--- src/rtl/watch_pkg.sv ---
// Shared types and constants for the digital watch alarm path.
package watch_pkg;

    // Alarm ringer states.
    typedef enum logic [1:0] {
        IDLE,
        RING,
        SNOOZE,
        DONE
    } state_t;

    // Width of the snooze counter (up to three snoozes per event).
    localparam int SNOOZE_CNT_W = 2;

    // 4 Hz tick from the 50 MHz board clock.
    localparam int DEFAULT_TICK_DIV = 12_500_000;

endpackage : watch_pkg

--- src/rtl/tick_gen.sv ---
// Free-running prescaler that emits a one-cycle tick every DIV clocks.
module tick_gen
    import watch_pkg::*;
#(
    parameter int DIV = DEFAULT_TICK_DIV
) (
    input  logic clock,
    input  logic reset,
    output logic tick
);

    localparam int CNT_W = (DIV > 1) ? $clog2(DIV) : 1;

    logic [CNT_W-1:0] cnt_q;

    // Tick fires while the counter sits at its terminal value.
    assign tick = (cnt_q == CNT_W'(DIV - 1));

    // Count 0..DIV-1 forever; nothing but reset restarts it.
    // NOTE: sequential state uses non-blocking assignments so every flop samples pre-edge values.
    always_ff @(posedge clock or negedge reset) begin
        if (!reset) begin
            cnt_q <= '0;
        end else if (tick) begin
            cnt_q <= '0;
        end else begin
            cnt_q <= cnt_q + 1'b1;
        end
    end

endmodule : tick_gen

--- src/rtl/alarm_ringer.sv ---
// Turns the alarm-match level into a timed buzzer pattern with snooze/stop.
module alarm_ringer
    import watch_pkg::*;
#(
    parameter int TICK_DIV     = DEFAULT_TICK_DIV,
    parameter int RING_TICKS   = 240,
    parameter int SNOOZE_TICKS = 1200,
    parameter int MAX_SNOOZE   = 3
) (
    input  logic                    clock,
    input  logic                    reset,
    input  logic                    alerm_equal,
    input  logic                    alerm_switch,
    input  logic                    stop,
    input  logic                    snooze,
    output logic                    buzzer,
    output logic                    ringing,
    output logic                    snoozing,
    output logic [SNOOZE_CNT_W-1:0] snooze_count
);

    localparam int TIMER_MAX = (RING_TICKS > SNOOZE_TICKS) ? RING_TICKS : SNOOZE_TICKS;
    localparam int TIMER_W   = $clog2(TIMER_MAX + 1);

    localparam logic [TIMER_W-1:0]      RING_LAST   = TIMER_W'(RING_TICKS - 1);
    localparam logic [TIMER_W-1:0]      SNOOZE_LAST = TIMER_W'(SNOOZE_TICKS - 1);
    localparam logic [SNOOZE_CNT_W-1:0] SNOOZE_LIM  = SNOOZE_CNT_W'(MAX_SNOOZE);

    logic                    tick;
    state_t                  state_q, state_d;
    logic [TIMER_W-1:0]      timer_q, timer_d;
    logic                    phase_q, phase_d;
    logic [SNOOZE_CNT_W-1:0] count_d;

    tick_gen #(.DIV(TICK_DIV)) u_tick_gen (
        .clock (clock),
        .reset (reset),
        .tick  (tick)
    );

    // Next-state, timer, phase and snooze-count decisions.
    // NOTE: every always_comb output gets a default first so no latch is inferred.
    always_comb begin
        state_d = state_q;
        timer_d = timer_q;
        phase_d = phase_q;
        count_d = snooze_count;

        unique case (state_q)
            IDLE: begin
                if (alerm_switch && alerm_equal) begin
                    state_d = RING;
                    phase_d = 1'b1;
                end
            end
            RING: begin
                if (!alerm_switch) begin
                    state_d = IDLE;
                    count_d = '0;
                end else if (stop) begin
                    state_d = DONE;
                end else if (snooze) begin
                    if (snooze_count < SNOOZE_LIM) begin
                        state_d = SNOOZE;
                        count_d = snooze_count + 1'b1;
                    end else begin
                        // Out of snoozes: behaves like stop.
                        state_d = DONE;
                    end
                end else if (tick) begin
                    if (timer_q == RING_LAST) begin
                        state_d = DONE;
                    end else begin
                        timer_d = timer_q + 1'b1;
                        phase_d = ~phase_q;
                    end
                end
            end
            SNOOZE: begin
                if (!alerm_switch) begin
                    state_d = IDLE;
                    count_d = '0;
                end else if (stop) begin
                    state_d = DONE;
                end else if (tick) begin
                    if (timer_q == SNOOZE_LAST) begin
                        state_d = RING;
                        phase_d = 1'b1;
                    end else begin
                        timer_d = timer_q + 1'b1;
                    end
                end
            end
            DONE: begin
                // Lockout until the matching minute ends or the alarm is disabled.
                if (!alerm_equal || !alerm_switch) begin
                    state_d = IDLE;
                    count_d = '0;
                end
            end
            default: begin
                state_d = IDLE;
                count_d = '0;
            end
        endcase

        // Each interval starts counting from zero on entry.
        if (state_d != state_q) begin
            timer_d = '0;
        end
    end

    // State, timer and phase registers.
    always_ff @(posedge clock or negedge reset) begin
        if (!reset) begin
            state_q <= IDLE;
            timer_q <= '0;
            phase_q <= 1'b0;
        end else begin
            state_q <= state_d;
            timer_q <= timer_d;
            phase_q <= phase_d;
        end
    end

    // Outputs registered from the next state so they line up with it.
    always_ff @(posedge clock or negedge reset) begin
        if (!reset) begin
            buzzer       <= 1'b0;
            ringing      <= 1'b0;
            snoozing     <= 1'b0;
            snooze_count <= '0;
        end else begin
            buzzer       <= (state_d == RING) && phase_d;
            ringing      <= (state_d == RING);
            snoozing     <= (state_d == SNOOZE);
            snooze_count <= count_d;
        end
    end

endmodule : alarm_ringer
--- config.mk ---
export PLATFORM = sky130hd
export DESIGN_NAME = alarm_ringer
export DESIGN_NICKNAME = d
export VERILOG_FILES = /design/src/rtl/watch_pkg.sv /design/src/rtl/tick_gen.sv /design/src/rtl/alarm_ringer.sv
export SDC_FILE = /design/constraint.sdc
export NUM_CORES = 1
export LEC_CHECK = 0
export ABC_CLOCK_PERIOD_IN_PS = 2250
export CAP_MARGIN = 10
export CORE_ASPECT_RATIO = 0.9
export CORE_MARGIN = 3
export CORE_UTILIZATION = 45
export CTS_CLUSTER_DIAMETER = 100
export DETAILED_ROUTE_END_ITERATION = 8
export GPL_TIMING_DRIVEN = 0
export HOLD_SLACK_MARGIN = 0.03
export MAX_ROUTING_LAYER = met4
export PLACE_DENSITY_LB_ADDON = 0.05
export SYNTH_ARGS = -nofsm -noshare
export SYNTH_HDL_FRONTEND = slang
export SYNTH_SLANG_ARGS = --single-unit
--- constraint.sdc ---
create_clock -name clock -period 2.25 [get_ports clock]
set_clock_uncertainty 0.15 [all_clocks]
set_input_delay 0.3375 -clock clock [delete_from_list [all_inputs] [get_ports clock]]
set_output_delay 0.3375 -clock clock [all_outputs]
set_load 0.03 [all_outputs]
# ---- Word-level counts from Yosys, hierarchy flattened
# Index checks and enable logic that the tools add are counted.
dict set report word_totals {
  output_inout_bits 5
  register_bits 43
  wordCells 89
}
dict set report classes {
  reduce_logical 10
  muxes 43
  n_lt_le_gt_ge 1
  bitwise 1
  n_eq_ne 23
  add_sub_neg 3
}
# cell count
set op_table {}
lappend op_table {{$mux 11} 10}
lappend op_table {{$ne 3x3->1 const B} 12}
lappend op_table {{$mux 2} 17}
lappend op_table {{$add 24x1->24 const B} 1}
lappend op_table {{$eq 24x24->1 const B} 1}
lappend op_table {{$mux 24} 1}
lappend op_table {{$pmux 11 s2} 1}
lappend op_table {{$add 11x1->11 const B} 1}
lappend op_table {{$eq 11x11->1 const B} 1}
lappend op_table {{$eq 11x8->1 const B} 1}
lappend op_table {{$mux 1} 11}
lappend op_table {{$reduce_and 10->1} 1}
lappend op_table {{$pmux 2 s4} 1}
lappend op_table {{$eq 2x2->1 const B} 3}
lappend op_table {{$pmux 2 s3} 1}
lappend op_table {{$reduce_and 6->1} 1}
lappend op_table {{$reduce_bool 3->1} 2}
lappend op_table {{$eq 2x1->1 const B} 2}
lappend op_table {{$ne 2x2->1 const B} 2}
lappend op_table {{$pmux 1 s3} 1}
lappend op_table {{$add 2x1->2 const B} 1}
lappend op_table {{$logic_and 1x1->1} 2}
lappend op_table {{$logic_not 1->1} 2}
lappend op_table {{$logic_not 2->1} 1}
lappend op_table {{4 further kinds} 4}

# ---- Longest topological paths before layout
dict set report depth {
  depth_word 10
  depth_mapped 8
  depth_no_buf 6
}

# ---- Hierarchy
# Synthesis repeated with hierarchy kept, for this count alone.
dict set report unflattened {
  cells_unflattened 246
  area_unflattened_um2 2398.6
}
# mod area_each_um2 cells_each instances
set by_module_without_submodules {}
lappend by_module_without_submodules {alarm_ringer 1212.4 132 1}
lappend by_module_without_submodules {tick_gen 1186.1 114 1}

# ---- Worst setup path after synthesis
# No wires, ideal clock.
dict set report synth_timing {
  path_kind {reg-to-reg}
  from {reg timer_q[4]}
  to {reg timer_q[8]}
  stages_incl_launch_ff 7
  slack_ns -0.170
  setup_time_ns 0.134
  arrival_time_ns 2.136
  required_ns 1.966
  path_cell_list {dfrtp_1 > or4b_4 > or3_4 > or4b_4 > nand4b_4 > buf_12 > a21oi_2}
}
dict set report synth_via {
  elab_chain_len 10
}
# element line_no
set synth_rtl {}
lappend synth_rtl {{from (decl)} alarm_ringer.sv:31} ;# logic [TIMER_W-1:0] timer_q, timer_d;
lappend synth_rtl {{from (signal assigned)} alarm_ringer.sv:121} ;# timer_q <= timer_d;
lappend synth_rtl {{$eq 11x8->1} alarm_ringer.sv:71} ;# if (timer_q == RING_LAST) begin
lappend synth_rtl {{$mux 2} alarm_ringer.sv:71}
lappend synth_rtl {{$mux 2} alarm_ringer.sv:70} ;# end else if (tick) begin
lappend synth_rtl {{$mux 2} alarm_ringer.sv:62} ;# end else if (snooze) begin
lappend synth_rtl {{$mux 2} alarm_ringer.sv:60} ;# end else if (stop) begin
lappend synth_rtl {{$mux 2} alarm_ringer.sv:57} ;# if (!alerm_switch) begin
lappend synth_rtl {{$pmux 2 s4} alarm_ringer.sv:49} ;# unique case (state_q)
lappend synth_rtl {{$ne 2x2->1} alarm_ringer.sv:108} ;# if (state_d != state_q) begin
lappend synth_rtl {{$ne 3x3->1 (no source line) / $reduce_bool 3->1 (equally long branches)} --}
lappend synth_rtl {{$reduce_and 10->1 (no source line)} --}
# Several ways; a longest one is shown, not always the timed one. The select of a mux whose other input is x is not followed.
# A chain may end at the register's enable or synchronous reset.

# ---- Worst setup path after layout
dict set report layout_timing {
  from {reg timer_q[9]}
  to {reg timer_q[2]}
}
# The elaborated chain is that of the path after synthesis.

==> flow_summary.json <==
{
  "drive_gt1_share_pct": 22.30,
  "core_um2": 5318,
  "first_global_vias": 1970,
  "grt_usage_pct": 18.27,
  "clk_pin_slew_ns": 0.08,
  "worstHoldPathType": "register to register",
  "tritoncts": "done",
  "timing_max_transition_violations_final": 0,
  "overall_overflow_remaining_after_global_route": 0,
  "vias": 1978,
  "total_area_of_sequential_cells_um2": 1077,
  "synth_area_um2": 2502,
  "ant_nets": 0,
  "total_leakage_power_nw": 1.187,
  "final-hold-violation-count": 0,
  "setup_violations": 16,
  "wl_per_cell_um": 15.86,
  "via_density_per_instance": 5.733,
  "number_of_antenna_violations_at_the_first_check_in_global_routing": 0,
  "critical_path.startpoint_type": "register",
  "synthFlopType": "sky130_fd_sc_hd__dfrtp_1",
  "post-dp-hpwl_um": 3674,
  "ff2ff_path_depth": 6,
  "synth_seq_cells": 43,
  "violations": "setup timing",
  "cp_slowest_stage_delay_ns": 0.57,
  "cts_htree_levels": 2,
  "clock_insertion_delay_worst_skew_ns": 0.30,
  "initial_core_util_pct": 47.06,
  "detailed_place.area_um2": 2715,
  "critical-path-slowest-cell": "sky130_fd_sc_hd__or4b_4",
  "syn_inst": 253,
  "fin_crit_sh_pct": 111.9,
  "synth.lib_cells_used.distinct": 52,
  "critPathRequiredTime_ns": 2.28,
  "worst-endpoint-arrival_ns": 2.55,
  "synth_nets": 262,
  "max_cap_violations": 0,
  "clkSinkCount": 43,
  "number_of_flops_mapped_to_enable_cells_by_yosys": 0,
  "path_cells": "or4b_4 -> or4b_4 -> o41ai_4 -> nand4b_4 -> buf_12 -> a21oi_2",
  "critical_path_peak_fanout": 10,
  "die_w_um": 84.61,
  "floorplan.die.height_um": 76.75,
  "asyncSetResetFlopFracSynth_pct": 100.0,
  "antenna-diode-count": 0,
  "grt_pass1_wl_um": 9390,
  "multi_input_area_um2": 1389,
  "cell_depth_of_the_worst_hold_path": 1,
  "status": "finished, violations left",
  "drc_violation_count_after_routing": 0,
  "ir_drop_mv": 0.4995,
  "postSynthAreaPerCell_um2": 9.891,
  "p_per_area_nw_per_um2": 797.6,
  "report.power.total_w": 0.002375,
  "crit_top_cell": "sky130_fd_sc_hd__or4b_4",
  "post-route-worst-setup-slack_ns": -0.2670,
  "layout_min_cycle_time_ns": 2.517,
  "worst_pin_slew_ns": 0.5441,
  "clock-root-buffer": "sky130_fd_sc_hd__clkbuf_8",
  "max_freq_ghz": 0.3973,
  "final_net_count": 286,
  "maxSlewHeadroom_pct": 63.57,
  "grt_start_max_net_pins": 25,
  "drt-pass1-iter-count": 4,
  "n_fill_cell": 498,
  "gp_congestion": 0.8123,
  "classification_of_the_worst_setup_path": "register to register",
  "layout.cell_area.non_filler_um2": 2978,
  "worstSetupEndpointType": "register",
  "routed_wirelength_um": 5473,
  "yosysWarningCount": 0,
  "port_buffers": 9,
  "placementRows": 25,
  "cts-root-to-sink-buffers": 2,
  "yosysSeqAreaShare_pct": 43.00,
  "drt_first_iter_violations": 148,
  "tritoncts.num_buffers": 5,
  "floorplan.die_area_um2": 6493,
  "rsz0062_at_grt": "true",
  "synthToLayoutAreaGrowth_pct": 19.00,
  "floorplan.io_pins": 11
}
worst max-delay path: cells and delay by family, from the launching register on:
family / cells / cell delay [ns]
and+or+nand+nor: 3 / 1.36
DFF: 1 / 0.43
AOI/OAI and AO/OA: 2 / 0.31
buffers and inverters: 1 / 0.15
power by group:
part / switching (W) / internal, W / total [W]
clock: 0.000270 / 0.000444 / 0.000713
combinational: 0.000476 / 0.000306 / 0.000782
sequential: 0.0000542 / 0.000826 / 0.000880
total: 0.000800 / 0.00158 / 0.00238
path summary, 6_finish.rpt:
| check | start | to | slack, ns |
|---|---|---|---|
| min in group asynchronous | reset | u_tick_gen.cnt_q[13] | 0.37 |
| min | u_tick_gen.cnt_q[9] | u_tick_gen.cnt_q[9] | 0.35 |
| min reg2reg | u_tick_gen.cnt_q[9] | u_tick_gen.cnt_q[9] | 0.35 |
| max in group asynchronous | reset | timer_q[2] | 1.09 |
| max reg2reg | timer_q[9] | timer_q[2] | -0.27 |
| max | timer_q[9] | timer_q[2] | -0.27 |
layer usage:
metal | global-route usage (%) | part of all wire (%)
met1 | 23.76 | 49
met5 | - | 0
met2 | 28.64 | 46
met4 | 6.646 | 1.7
met3 | 3.222 | 3.1
kinds of logic (layout without fill, tap and decap cells):
| kind of cell | after synthesis | in the layout | synth area share, % |
|---|---|---|---|
| adders and majority gates | 3 | 3 | 1.500 |
| DFF | 43 | 43 | 43.00 |
| muxes | 2 | 2 | 0.8000 |
| xor gates and xnor gates | 17 | 17 | 5.950 |
| buffers and inverters | 21 | 46 | 4.800 |
| AOI/OAI and AO/OA | 46 | 46 | 14.45 |
| and+or+nand+nor | 121 | 121 | 29.50 |
sequential cells by signal, indices dropped and copies added, names as in the netlist:
name              count
u_tick_gen.cnt_q     24
timer_q              11
snooze_count          2
state_q               2
buzzer                1
phase_q               1
ringing               1
snoozing              1
what timing repair did:
| action | in CTS | in global routing |
|---|---|---|
| resized for setup | 6 | 8 |
| gates cloned | 1 | 0 |
| hold buffers | 1 | 0 |
| pin swaps | 1 | 0 |
| setup buffers | 5 | 3 |
| endpoints found under the hold margin | 19 | 0 |
| setup endpoints to repair | 29 | 19 |
layout by cell type, fill, tap and decap left out, drive strengths merged, types with 3 or more instances in the layout:
cell            n
a21o            3
nor3            5
nor4            4
a21oi          16
nand4           7
o31ai           9
nand2          17
buf            16
ha              3
xor2            8
inv             9
or2             5
clkdlybuf4s50   8
xnor2           9
o41ai           5
or4             7
or3             6
nor2           24
o21ai           5
and3            4
nand2b          6
clkbuf         10
or4b            7
nor4b           5
nand3          14
dfrtp          43
cell type report:
| cell class | instances | share of cell area (%) |
|---|---|---|
| Sequential cell | 43 | 36.18 |
| Timing Repair Buffer | 20 | 6.176 |
| Buffer | 9 | 2.605 |
| Inverter | 9 | 1.134 |
| Multi-Input combinational cell | 189 | 46.64 |
| Clock inverter | 2 | 2.017 |
| Clock buffer | 6 | 2.437 |
| Tap cell | 67 | 2.815 |
Yosys cell counts (all sizes together), types with 2 or more instances:
master | number | area, um2
xnor2 | 9 | 78.83
and3 | 4 | 26.28
or3 | 6 | 42.54
o21ai | 5 | 28.78
xor2 | 8 | 70.07
nor4b | 5 | 50.04
nand2b | 6 | 37.54
mux2i | 2 | 20.02
or4b | 7 | 81.33
nor2 | 24 | 90.09
or2 | 5 | 31.28
a2bb2oi | 2 | 17.52
o211ai | 2 | 15.01
nor3b | 2 | 15.01
inv | 9 | 33.78
a21oi | 16 | 121.4
o41ai | 5 | 51.30
and4 | 2 | 17.52
nand3 | 14 | 70.07
nor4 | 4 | 25.02
o31ai | 9 | 72.57
ha | 3 | 37.54
nor3 | 5 | 25.02
a21o | 3 | 22.52
buf | 4 | 56.30
nand2 | 17 | 63.81
clkbuf | 8 | 30.03
nand4 | 7 | 43.79
or4 | 7 | 52.55
dfrtp | 43 | 1076
per-stage QoR:
| stage | setup TNS, ns | hold slack [ns] | utilization (%) | std cells | setup WS, ns |
|---|---|---|---|---|---|
| 5_1_grt | -4.598 | 0.3831 | 56.00 | 345 | -0.3344 |
| 3_5_place_dp | -8.102 | 0.1827 | 51.06 | 330 | -0.5426 |
| 6_report | -3.513 | 0.3514 | 56.00 | 345 | -0.2670 |
| 2_1_floorplan | -1.117 | -0.1081 | - | 253 | -0.1097 |
| 4_1_cts | -3.271 | 0.3537 | 55.06 | 344 | -0.2467 |
| 3_3_place_gp | -29.33 | 0.3395 | 50.78 | 329 | -0.5219 |
Power figures use the tool's default switching activity.
